File: config.mk
export PLATFORM = sky130hd
export DESIGN_NAME = i2c_target_regs
export DESIGN_NICKNAME = d
export VERILOG_FILES = /design/src/rtl/i2c_target_regs.sv
export SDC_FILE = /design/constraint.sdc
export NUM_CORES = 1
export LEC_CHECK = 0
export BUFFER_PORTS_ARGS = -buffer_cell sky130_fd_sc_hd__buf_2
export CELL_PAD_IN_SITES_DETAIL_PLACEMENT = 1
export CELL_PAD_IN_SITES_GLOBAL_PLACEMENT = 2
export CORE_MARGIN = 4
export CORE_UTILIZATION = 49
export DETAILED_ROUTE_END_ITERATION = 8
export PLACE_DENSITY_LB_ADDON = 0.1
export SYNTH_ARGS = -nofsm -noshare
export SYNTH_HDL_FRONTEND = slang
export SYNTH_SLANG_ARGS = --single-unit
File: constraint.sdc
create_clock -name clk -period 12.17 [get_ports clk]
set_input_delay 1.217 -clock clk [delete_from_list [all_inputs] [get_ports clk]]
set_output_delay 1.217 -clock clk [all_outputs]
set_load 0.005 [all_outputs]
File: src/rtl/i2c_target_regs.sv
// I2C target with a byte-wide register file behind a 7-bit device address.
// Supports pointer write, burst write and burst read with pointer wrap.
module i2c_target_regs #(
  parameter logic [6:0]  DEV_ADDR = 7'h50,
  parameter int unsigned DEPTH    = 16
) (
  input  logic                     clk,
  input  logic                     rst,
  input  logic                     scl_i,
  input  logic                     sda_i,
  output logic                     sda_o,
  output logic                     busy,
  output logic                     wr_valid,
  output logic [$clog2(DEPTH)-1:0] wr_addr,
  output logic [7:0]               wr_data
);
  localparam int unsigned AW = $clog2(DEPTH);

  typedef enum logic [3:0] {
    ST_IDLE, ST_ADDR, ST_ADDR_ACK, ST_PTR, ST_PTR_ACK,
    ST_WDATA, ST_WDATA_ACK, ST_RDATA, ST_RDATA_ACK, ST_WAIT_STOP
  } state_t;

  state_t        r_state, w_state_nxt;
  logic          r_scl_s1, r_scl_s2, r_scl_d;
  logic          r_sda_s1, r_sda_s2, r_sda_d;
  logic [2:0]    r_cnt, w_cnt_nxt;
  logic [6:0]    r_shift, w_shift_nxt;
  logic [6:0]    r_tx, w_tx_nxt;
  logic          r_rw, w_rw_nxt;
  logic          r_mack, w_mack_nxt;
  logic [AW-1:0] r_ptr, w_ptr_nxt;
  logic          r_sda_o, w_sda_nxt;
  logic          r_busy, w_busy_nxt;
  logic          r_wr_valid, w_wr_en;
  logic [AW-1:0] r_wr_addr;
  logic [7:0]    r_wr_data;
  logic [7:0]    r_regs [DEPTH];

  logic          w_scl_rise, w_scl_fall, w_start, w_stop, w_in_byte, w_last;
  logic [7:0]    w_byte, w_rd_byte;

  // Bus inputs idle high, so the synchronizers reset to 1 to avoid false edges.
  always_ff @(posedge clk or posedge rst) begin
    if (rst) begin
      {r_scl_s1, r_scl_s2, r_scl_d} <= 3'b111;
      {r_sda_s1, r_sda_s2, r_sda_d} <= 3'b111;
    end else begin
      {r_scl_s1, r_scl_s2, r_scl_d} <= {scl_i, r_scl_s1, r_scl_s2};
      {r_sda_s1, r_sda_s2, r_sda_d} <= {sda_i, r_sda_s1, r_sda_s2};
    end
  end

  assign w_scl_rise = r_scl_s2 & ~r_scl_d;
  assign w_scl_fall = ~r_scl_s2 & r_scl_d;
  assign w_start    = r_scl_s2 & r_scl_d & r_sda_d & ~r_sda_s2;
  assign w_stop     = r_scl_s2 & r_scl_d & ~r_sda_d & r_sda_s2;
  assign w_byte     = {r_shift, r_sda_s2};
  assign w_rd_byte  = r_regs[r_ptr];
  assign w_in_byte  = (r_state == ST_ADDR) || (r_state == ST_PTR) ||
                      (r_state == ST_WDATA) || (r_state == ST_RDATA);
  assign w_last     = w_scl_rise && (r_cnt == 3'd7);

  always_ff @(posedge clk or posedge rst) begin
    if (rst) r_state <= ST_IDLE;
    else     r_state <= w_state_nxt;
  end

  // Ack states use r_cnt as a phase flag: 0 = before the ack slot, 1 = inside it.
  always_comb begin
    w_state_nxt = r_state;
    w_cnt_nxt   = r_cnt;
    w_shift_nxt = r_shift;
    w_tx_nxt    = r_tx;
    w_rw_nxt    = r_rw;
    w_mack_nxt  = r_mack;
    w_ptr_nxt   = r_ptr;
    w_sda_nxt   = r_sda_o;
    w_busy_nxt  = r_busy;
    w_wr_en     = 1'b0;
    if (w_stop) begin
      w_state_nxt = ST_IDLE;
      w_cnt_nxt   = 3'd0;
      w_sda_nxt   = 1'b1;
      w_busy_nxt  = 1'b0;
    end else if (w_start) begin
      w_state_nxt = ST_ADDR;
      w_cnt_nxt   = 3'd0;
      w_sda_nxt   = 1'b1;
    end else begin
      if (w_scl_rise && w_in_byte) begin
        w_shift_nxt = w_byte[6:0];
        w_cnt_nxt   = r_cnt + 3'd1;
      end
      case (r_state)
        ST_ADDR: if (w_last) begin
          if (w_byte[7:1] == DEV_ADDR) begin
            w_state_nxt = ST_ADDR_ACK;
            w_busy_nxt  = 1'b1;
            w_rw_nxt    = w_byte[0];
          end else begin
            w_state_nxt = ST_IDLE;
            w_busy_nxt  = 1'b0;
          end
        end
        ST_PTR: if (w_last) begin
          w_state_nxt = ST_PTR_ACK;
          w_ptr_nxt   = w_byte[AW-1:0];
        end
        ST_WDATA: if (w_last) begin
          w_state_nxt = ST_WDATA_ACK;
          w_wr_en     = 1'b1;
          w_ptr_nxt   = r_ptr + AW'(1);
        end
        ST_RDATA: begin
          if (w_last) begin
            w_state_nxt = ST_RDATA_ACK;
            w_ptr_nxt   = r_ptr + AW'(1);
          end else if (w_scl_fall) begin
            w_tx_nxt  = {r_tx[5:0], 1'b0};
            w_sda_nxt = r_tx[6];
          end
        end
        ST_ADDR_ACK, ST_PTR_ACK, ST_WDATA_ACK: if (w_scl_fall) begin
          if (r_cnt == 3'd0) begin
            w_sda_nxt = 1'b0;
            w_cnt_nxt = 3'd1;
          end else begin
            w_cnt_nxt = 3'd0;
            w_sda_nxt = 1'b1;
            if (r_state == ST_ADDR_ACK && r_rw) begin
              w_state_nxt = ST_RDATA;
              w_tx_nxt    = w_rd_byte[6:0];
              w_sda_nxt   = w_rd_byte[7];
            end else if (r_state == ST_ADDR_ACK) begin
              w_state_nxt = ST_PTR;
            end else begin
              w_state_nxt = ST_WDATA;
            end
          end
        end
        ST_RDATA_ACK: begin
          if (w_scl_rise) w_mack_nxt = r_sda_s2;
          if (w_scl_fall) begin
            if (r_cnt == 3'd0) begin
              w_sda_nxt = 1'b1;
              w_cnt_nxt = 3'd1;
            end else begin
              w_cnt_nxt = 3'd0;
              if (!r_mack) begin
                w_state_nxt = ST_RDATA;
                w_tx_nxt    = w_rd_byte[6:0];
                w_sda_nxt   = w_rd_byte[7];
              end else begin
                w_state_nxt = ST_WAIT_STOP;
                w_sda_nxt   = 1'b1;
              end
            end
          end
        end
        default: ;
      endcase
    end
  end

  always_ff @(posedge clk or posedge rst) begin
    if (rst) begin
      r_cnt      <= '0;
      r_shift    <= '0;
      r_tx       <= '0;
      r_rw       <= 1'b0;
      r_mack     <= 1'b1;
      r_ptr      <= '0;
      r_sda_o    <= 1'b1;
      r_busy     <= 1'b0;
      r_wr_valid <= 1'b0;
      r_wr_addr  <= '0;
      r_wr_data  <= '0;
      for (int i = 0; i < DEPTH; i++) r_regs[i] <= '0;
    end else begin
      r_cnt      <= w_cnt_nxt;
      r_shift    <= w_shift_nxt;
      r_tx       <= w_tx_nxt;
      r_rw       <= w_rw_nxt;
      r_mack     <= w_mack_nxt;
      r_ptr      <= w_ptr_nxt;
      r_sda_o    <= w_sda_nxt;
      r_busy     <= w_busy_nxt;
      r_wr_valid <= w_wr_en;
      if (w_wr_en) begin
        r_regs[r_ptr] <= w_byte;
        r_wr_addr     <= r_ptr;
        r_wr_data     <= w_byte;
      end
    end
  end

  assign sda_o    = r_sda_o;
  assign busy     = r_busy;
  assign wr_valid = r_wr_valid;
  assign wr_addr  = r_wr_addr;
  assign wr_data  = r_wr_data;

endmodule

==> results of run 1 <==
-- per-layer routing --
layer | vias to the layer above | track usage (%)
met5 | - | 0
met4 | 0 | 6.488
met3 | 25 | 3.759
met2 | 72 | 35.39
met1 | 2647 | 29.04
li1 | 2175 | -
-- cells by family after synthesis --
logic type               synth area share (%)
AO/OA/AOI/OAI                           6.225
XOR/XNOR                               0.3128
adder cells (fa/ha/maj)                 1.042
buffers and inverters                   2.859
flip-flops                              52.54
multiplexers                            29.16
AND/OR/NAND/NOR                         7.863
-- power breakdown --
part,switching [uW],internal (uW),leakage (uW)
registers,80.2,603,0.00241
logic,37.2,31.3,0.00164
clock network,231,326,0.000290
total,348,960,0.00434
-- how the worst max path moves through the flow --
| stage | cells past startpoint | from | end |
|---|---|---|---|
| after detailed placement | 3 | rst | r_ptr[1] |
| after global routing | 4 | r_state[0] | r_tx[0] |
| after global placement | 3 | rst | r_ptr[1] |
| final | 5 | r_state[2] | r_regs[43] |
| after CTS | 5 | r_state[2] | r_regs[104] |
| after floorplan | 1 | rst | busy |
-- cell type report --
type / instances / area, um^2 / area share (%)
repair buffers: 22 / 120.1 / 1.305
clock inverters: 10 / 125.1 / 1.359
flip-flops and latches: 176 / 4417 / 47.99
clock buffers: 21 / 480.5 / 5.220
well taps: 220 / 275.3 / 2.991
inverters: 9 / 38.79 / 0.4214
multi-input cells: 360 / 3747 / 40.72
-- per-stage QoR --
step | worst slack, ns | util [%] | cell area (um^2)
final | 9.259 | 55.11 | 9204
after global routing | 9.091 | 55.11 | 9204
after CTS | 9.241 | 55.11 | 9204
after detailed placement | 9.072 | 51.48 | 8598
after global placement | 9.115 | 51.48 | 8598
after floorplan | 6.193 | - | 8402
-- worst register-to-register path, delay by kind of cell (launching register included) --
family / cells / cell delay [ns]
AND/OR/NAND/NOR: 4 / 1.70
flip-flops: 1 / 0.69
multiplexers: 1 / 0.40
-- flip-flops by register name (all words and copies together), names as in the netlist, 3 cells and up --
signal   flops
r_ptr        4
r_regs     128
r_shift      7
r_cnt        3
r_state      4
wr_addr      4
wr_data      8
r_tx         7
-- synthesized netlist by cell type (2+ instances only) --
cell type  instances  area, um^2
inv_1              9       33.78
dfrtp_1          168        4204
mux2_2            21       236.5
buf_4              3       22.52
o21ai_0            3       15.01
a31oi_1            2       12.51
nand2_1           13       48.80
xnor2_1            2       17.52
nor3_1             4       20.02
ha_1               7       87.58
clkbuf_1          22       82.58
nand2b_1           5       31.28
mux2_1           129        1453
a21boi_0           3       22.52
a21oi_1           29       145.1
o21ai_1            5       25.02
o221ai_1           2       17.52
nor2b_1            5       31.28
a22oi_1           14       105.1
buf_2              9       45.04
nand4_1            4       25.02
nor2_1            19       71.32
nand3_1            6       30.03
a32oi_1            2       17.52
mux4_2            32       720.7
nand3b_1           2       15.01
dfstp_2            8       210.2
buf_1              8       30.03
nand3_4           16       280.3
a211oi_1           3       22.52
mux2i_1            4       40.04
o211ai_1           4       30.03
==> summary.txt, run 1 <==
Fmax = 343.5 MHz
number of synthesized register bits = 176
slowest CP cell = and4bb_4
CP Buf/Inv Count = 0
CTS Buf Count = 17
total gr overflow = 0
Area growth syn-to-layout = 9.546%
Post-route DRC = 0
post-cts repair resize count = 0
initial antenna violation count = 0
htree depth = 4
worst setup path class = reg -> reg
outcome = complete, no violations
Detailed Place HPWL = 12.25 mm
Chip Width = 138.9 um
placed cells = 787
CP delay by family, top = simple AND/OR/NAND/NOR gates
post-DR vias/cell = 6.013
critical path endpoint category = register
max layer used = met4
largest net degree at the start of global routing = 104
CTS sink count = 176
Fin Hold WS = 0.3585 ns
Core Rows = 47
final cycle utilization of the critical path = 23.92%
Nets = 597
cell leakage power = 0.004338 uW
Critical Path AT = 3.22 ns
area of the mapped netlist = 8402 um^2
latest clock arrival within the worst-skew pair = 0.43 ns
Fill cells = 1621
CP startpoint kind = register
Min-Delay Path Class = reg -> reg
first-pass GRT wire length = 31.87 mm
Post-Syn Area per Cell = 14.26 um^2
max_slew headroom = 13.87%
Post-CTS Repair Setup Buffers = 0
most used flip-flop cell after synthesis = dfrtp_1
number of endpoints failing setup at the final stage = 0
I/O pin cnt = 19
TritonRoute pass-1 iters = 4
CTS max path bufs = 2
max incr delay on CP = 0.91 ns
Mapped Cells = 589
Buffers on Ports = 18
clock root cell = clkbuf_16
VDD IR max = 0.0001037 V
CTS tree = done
clk slew on worst S/H paths = 0.06 ns
commonest non-fill, non-tap cell in the layout = dfrtp_1
Synth warnings = 0
via count = 4919
sequential share of the synthesized area = 52.54%
Core Box Area = 16700 um^2
Worst R2R Setup Slack = 9.26 ns
Synthesized Nets = 600
Met2 Wirelength = 9.645 mm
Hold Vio Cnt, Final = 0
gpl congestion = 0.7990
GRT Overall Usage = 21.35%
CP Max Fanout = 29
layout cells sized above 1 = 23.41%
Post-CTS Hold Buffers = 0
reg-to-reg startpoint = r_state[2]
min cycle time layout = 2.911 ns
DR WL/cell = 23.71 um
Required @ worst endpoint = 12.48 ns
setup TNS = 0 ns
Post-synth EDFFs = 0
Tot Pwr = 1309 uW
WHS Path Cells = 0
Reg-to-Reg End = r_regs[43]
Antenna diodes = 0
RSZ-0062 raised after global routing = no
Die Y = 138.9 um
Pins Over Slew Limit = 0
worst hold path endpoint = r_scl_s2
Routed WL = 19.40 mm
routed wl met3 = 586 um
Worst-Margin Slew = 1.287 ns
Synth cell types = 58
Clock Skew = 0.008033 ns
DRT antenna net count = 0
Max Cap Violations = 0
Cell Chain, Critical Path = and2b_2, nand2_2, and4bb_4, nand3_4, mux2_1
initial core utilization = 50.31%
die area = 19310 um^2
vias in the first global route = 5487
DRT met1 WL = 8.882 mm
most frequent cells in the layout = dfrtp_1, mux2_1, mux4_2
R2R cell count = 5
final cell count without fillers = 818
FFs w/ async S/R, synth = 100.0%
pwr/cell area = 142.2 nW/um^2
beginning of the worst hold path = r_scl_s1
initial DRC count = 278
Note: power is estimated with default switching activity, not from simulation.
==> run 2, diff against run 1 <==
CORE_UTILIZATION = 41   (was 49)
clock period = 2.43 ns   (was 12.17 ns; I/O delays follow)
==> summary.txt, run 2 (synthesized netlist as in run 1, its figures left out) <==
total gr overflow = 0
Reg with most FFs = r_regs
worst hold path endpoint = r_sda_s2
CTS tree = done
clock root cell = clkbuf_16
cell leakage power = 0.004522 uW
Nets = 628
max_slew headroom = 56.68%
Antenna diodes = 0
clk slew on worst S/H paths = 0.07 ns
Worst-Margin Slew = 0.6498 ns
Routed WL = 20.08 mm
Die Y = 151.2 um
CP startpoint kind = register
max reg flops = 128
CP Max Fanout = 18
number of endpoints failing setup at the final stage = 0
gpl congestion = 0.7931
DRT antenna net count = 0
initial core utilization = 41.66%
most frequent cells in the layout = dfrtp_1, mux2_1, mux4_2
Pins Over Slew Limit = 0
I/O pin cnt = 19
DR WL/cell = 22.31 um
Core Rows = 52
layout cells sized above 1 = 26.83%
die area = 22850 um^2
Clock Skew = 0.01069 ns
htree depth = 4
post-DR vias/cell = 5.587
Detailed Place HPWL = 13.55 mm
area of the multi-input gates = 3747 um^2
Fmax = 458.1 MHz
pwr/cell area = 716.9 nW/um^2
R2R cell count = 6
outcome = complete, no violations
min cycle time layout = 2.183 ns
RSZ-0062 raised after global routing = no
critical path endpoint category = register
Chip Width = 151.2 um
Fill cells = 2021
vias in the first global route = 5620
Post-route DRC = 0
Max Cap Violations = 0
post-cts repair resize count = 0
Hold Vio Cnt, Final = 0
first-pass GRT wire length = 32.82 mm
post-layout util = 47.56%
WHS Path Cells = 0
initial DRC count = 235
commonest non-fill, non-tap cell in the layout = dfrtp_1
Area growth syn-to-layout = 14.16%
CTS max path bufs = 2
beginning of the worst hold path = r_sda_s1
GRT Overall Usage = 19.12%
initial antenna violation count = 0
Tot Pwr = 6876 uW
Reg-to-Reg End = r_tx[5]
Core Box Area = 20170 um^2
Post-CTS Hold Buffers = 3
VDD IR max = 0.0004095 V
CTS sink count = 176
CTS Buf Count = 17
Min-Delay Path Class = reg -> reg
final cycle utilization of the critical path = 89.83%
TritonRoute pass-1 iters = 4
Post-CTS Repair Setup Buffers = 0
latest clock arrival within the worst-skew pair = 0.42 ns
Register Area = 4417 um^2
reg-to-reg startpoint = r_ptr[1]
via count = 5028
Worst R2R Setup Slack = 0.25 ns
Required @ worst endpoint = 2.72 ns
largest net degree at the start of global routing = 121
worst setup path class = reg -> reg
Critical Path AT = 2.48 ns
Buffers on Ports = 18
[run 2: cell count changes in the layout (fill, tap and decap cells not counted)]
cell,previous run,this run
bufinv_16,2,4
inv_6,3,2
inv_8,1,2
dlygate4sd3_1,0,3
clkinv_4,1,2
buf_12,0,4
clkinv_2,1,2
clkbuf_8,4,1
buf_4,4,28
[run 2: layer usage]
layer	wire length [um]	share of wire (%)	up-vias	track usage [%]
li1	-	-	2253	-
met1	9156	46	2690	25.23
met2	10060	50	58	32.17
met3	393	2.0	27	3.501
met4	469	2.3	0	5.938
met5	0	0	-	0
[run 2: stage by stage]
step	hold slack (ns)	setup TNS, ns	setup WS (ns)	area [um^2]	cells
6_report	0.3595	0	0.2471	9592	900
4_1_cts	0.3624	0	0.2284	9592	900
5_1_grt	0.3673	0	0.04626	9592	900
2_1_floorplan	0.2475	-9.930	-0.05911	8406	589
3_5_place_dp	0.3495	0	0.2281	8920	865
3_3_place_gp	0.3479	0	0.2509	8920	865
[run 2: worst max path at each step]
| stage | start | end | slack, ns |
|---|---|---|---|
| after CTS | r_ptr[1] | r_tx[1] | 0.23 |
| after detailed placement | r_ptr[1] | r_tx[1] | 0.23 |
| after global placement | r_ptr[1] | r_tx[1] | 0.25 |
| after global routing | r_state[1] | r_state[3] | 0.05 |
| after floorplan | rst | busy | -0.06 |
| final | r_ptr[1] | r_tx[5] | 0.25 |
[run 2: area by class of cell]
| class | count | share of cell area, % |
|---|---|---|
| multi-input cells | 360 | 39.07 |
| clock buffers | 18 | 4.579 |
| flip-flops and latches | 176 | 46.05 |
| clock inverters | 14 | 2.113 |
| repair buffers | 53 | 4.279 |
| well taps | 270 | 3.522 |
| inverters | 9 | 0.3913 |
[run 2: critical path, cell delays in order, from the launching register on]
cell and delay, ns:
dfrtp_2 0.68, buf_4 0.26, mux4_2 0.35, a22oi_1 0.33, a21oi_1 0.15, a21oi_1 0.19, a21oi_1 0.09
[run 2: power breakdown]
group	total (uW)	leakage (uW)	internal, uW	switching, uW
clock network	2970	0.000311	1770	1200
logic	821	0.00180	240	581
registers	3090	0.00241	3030	63.4
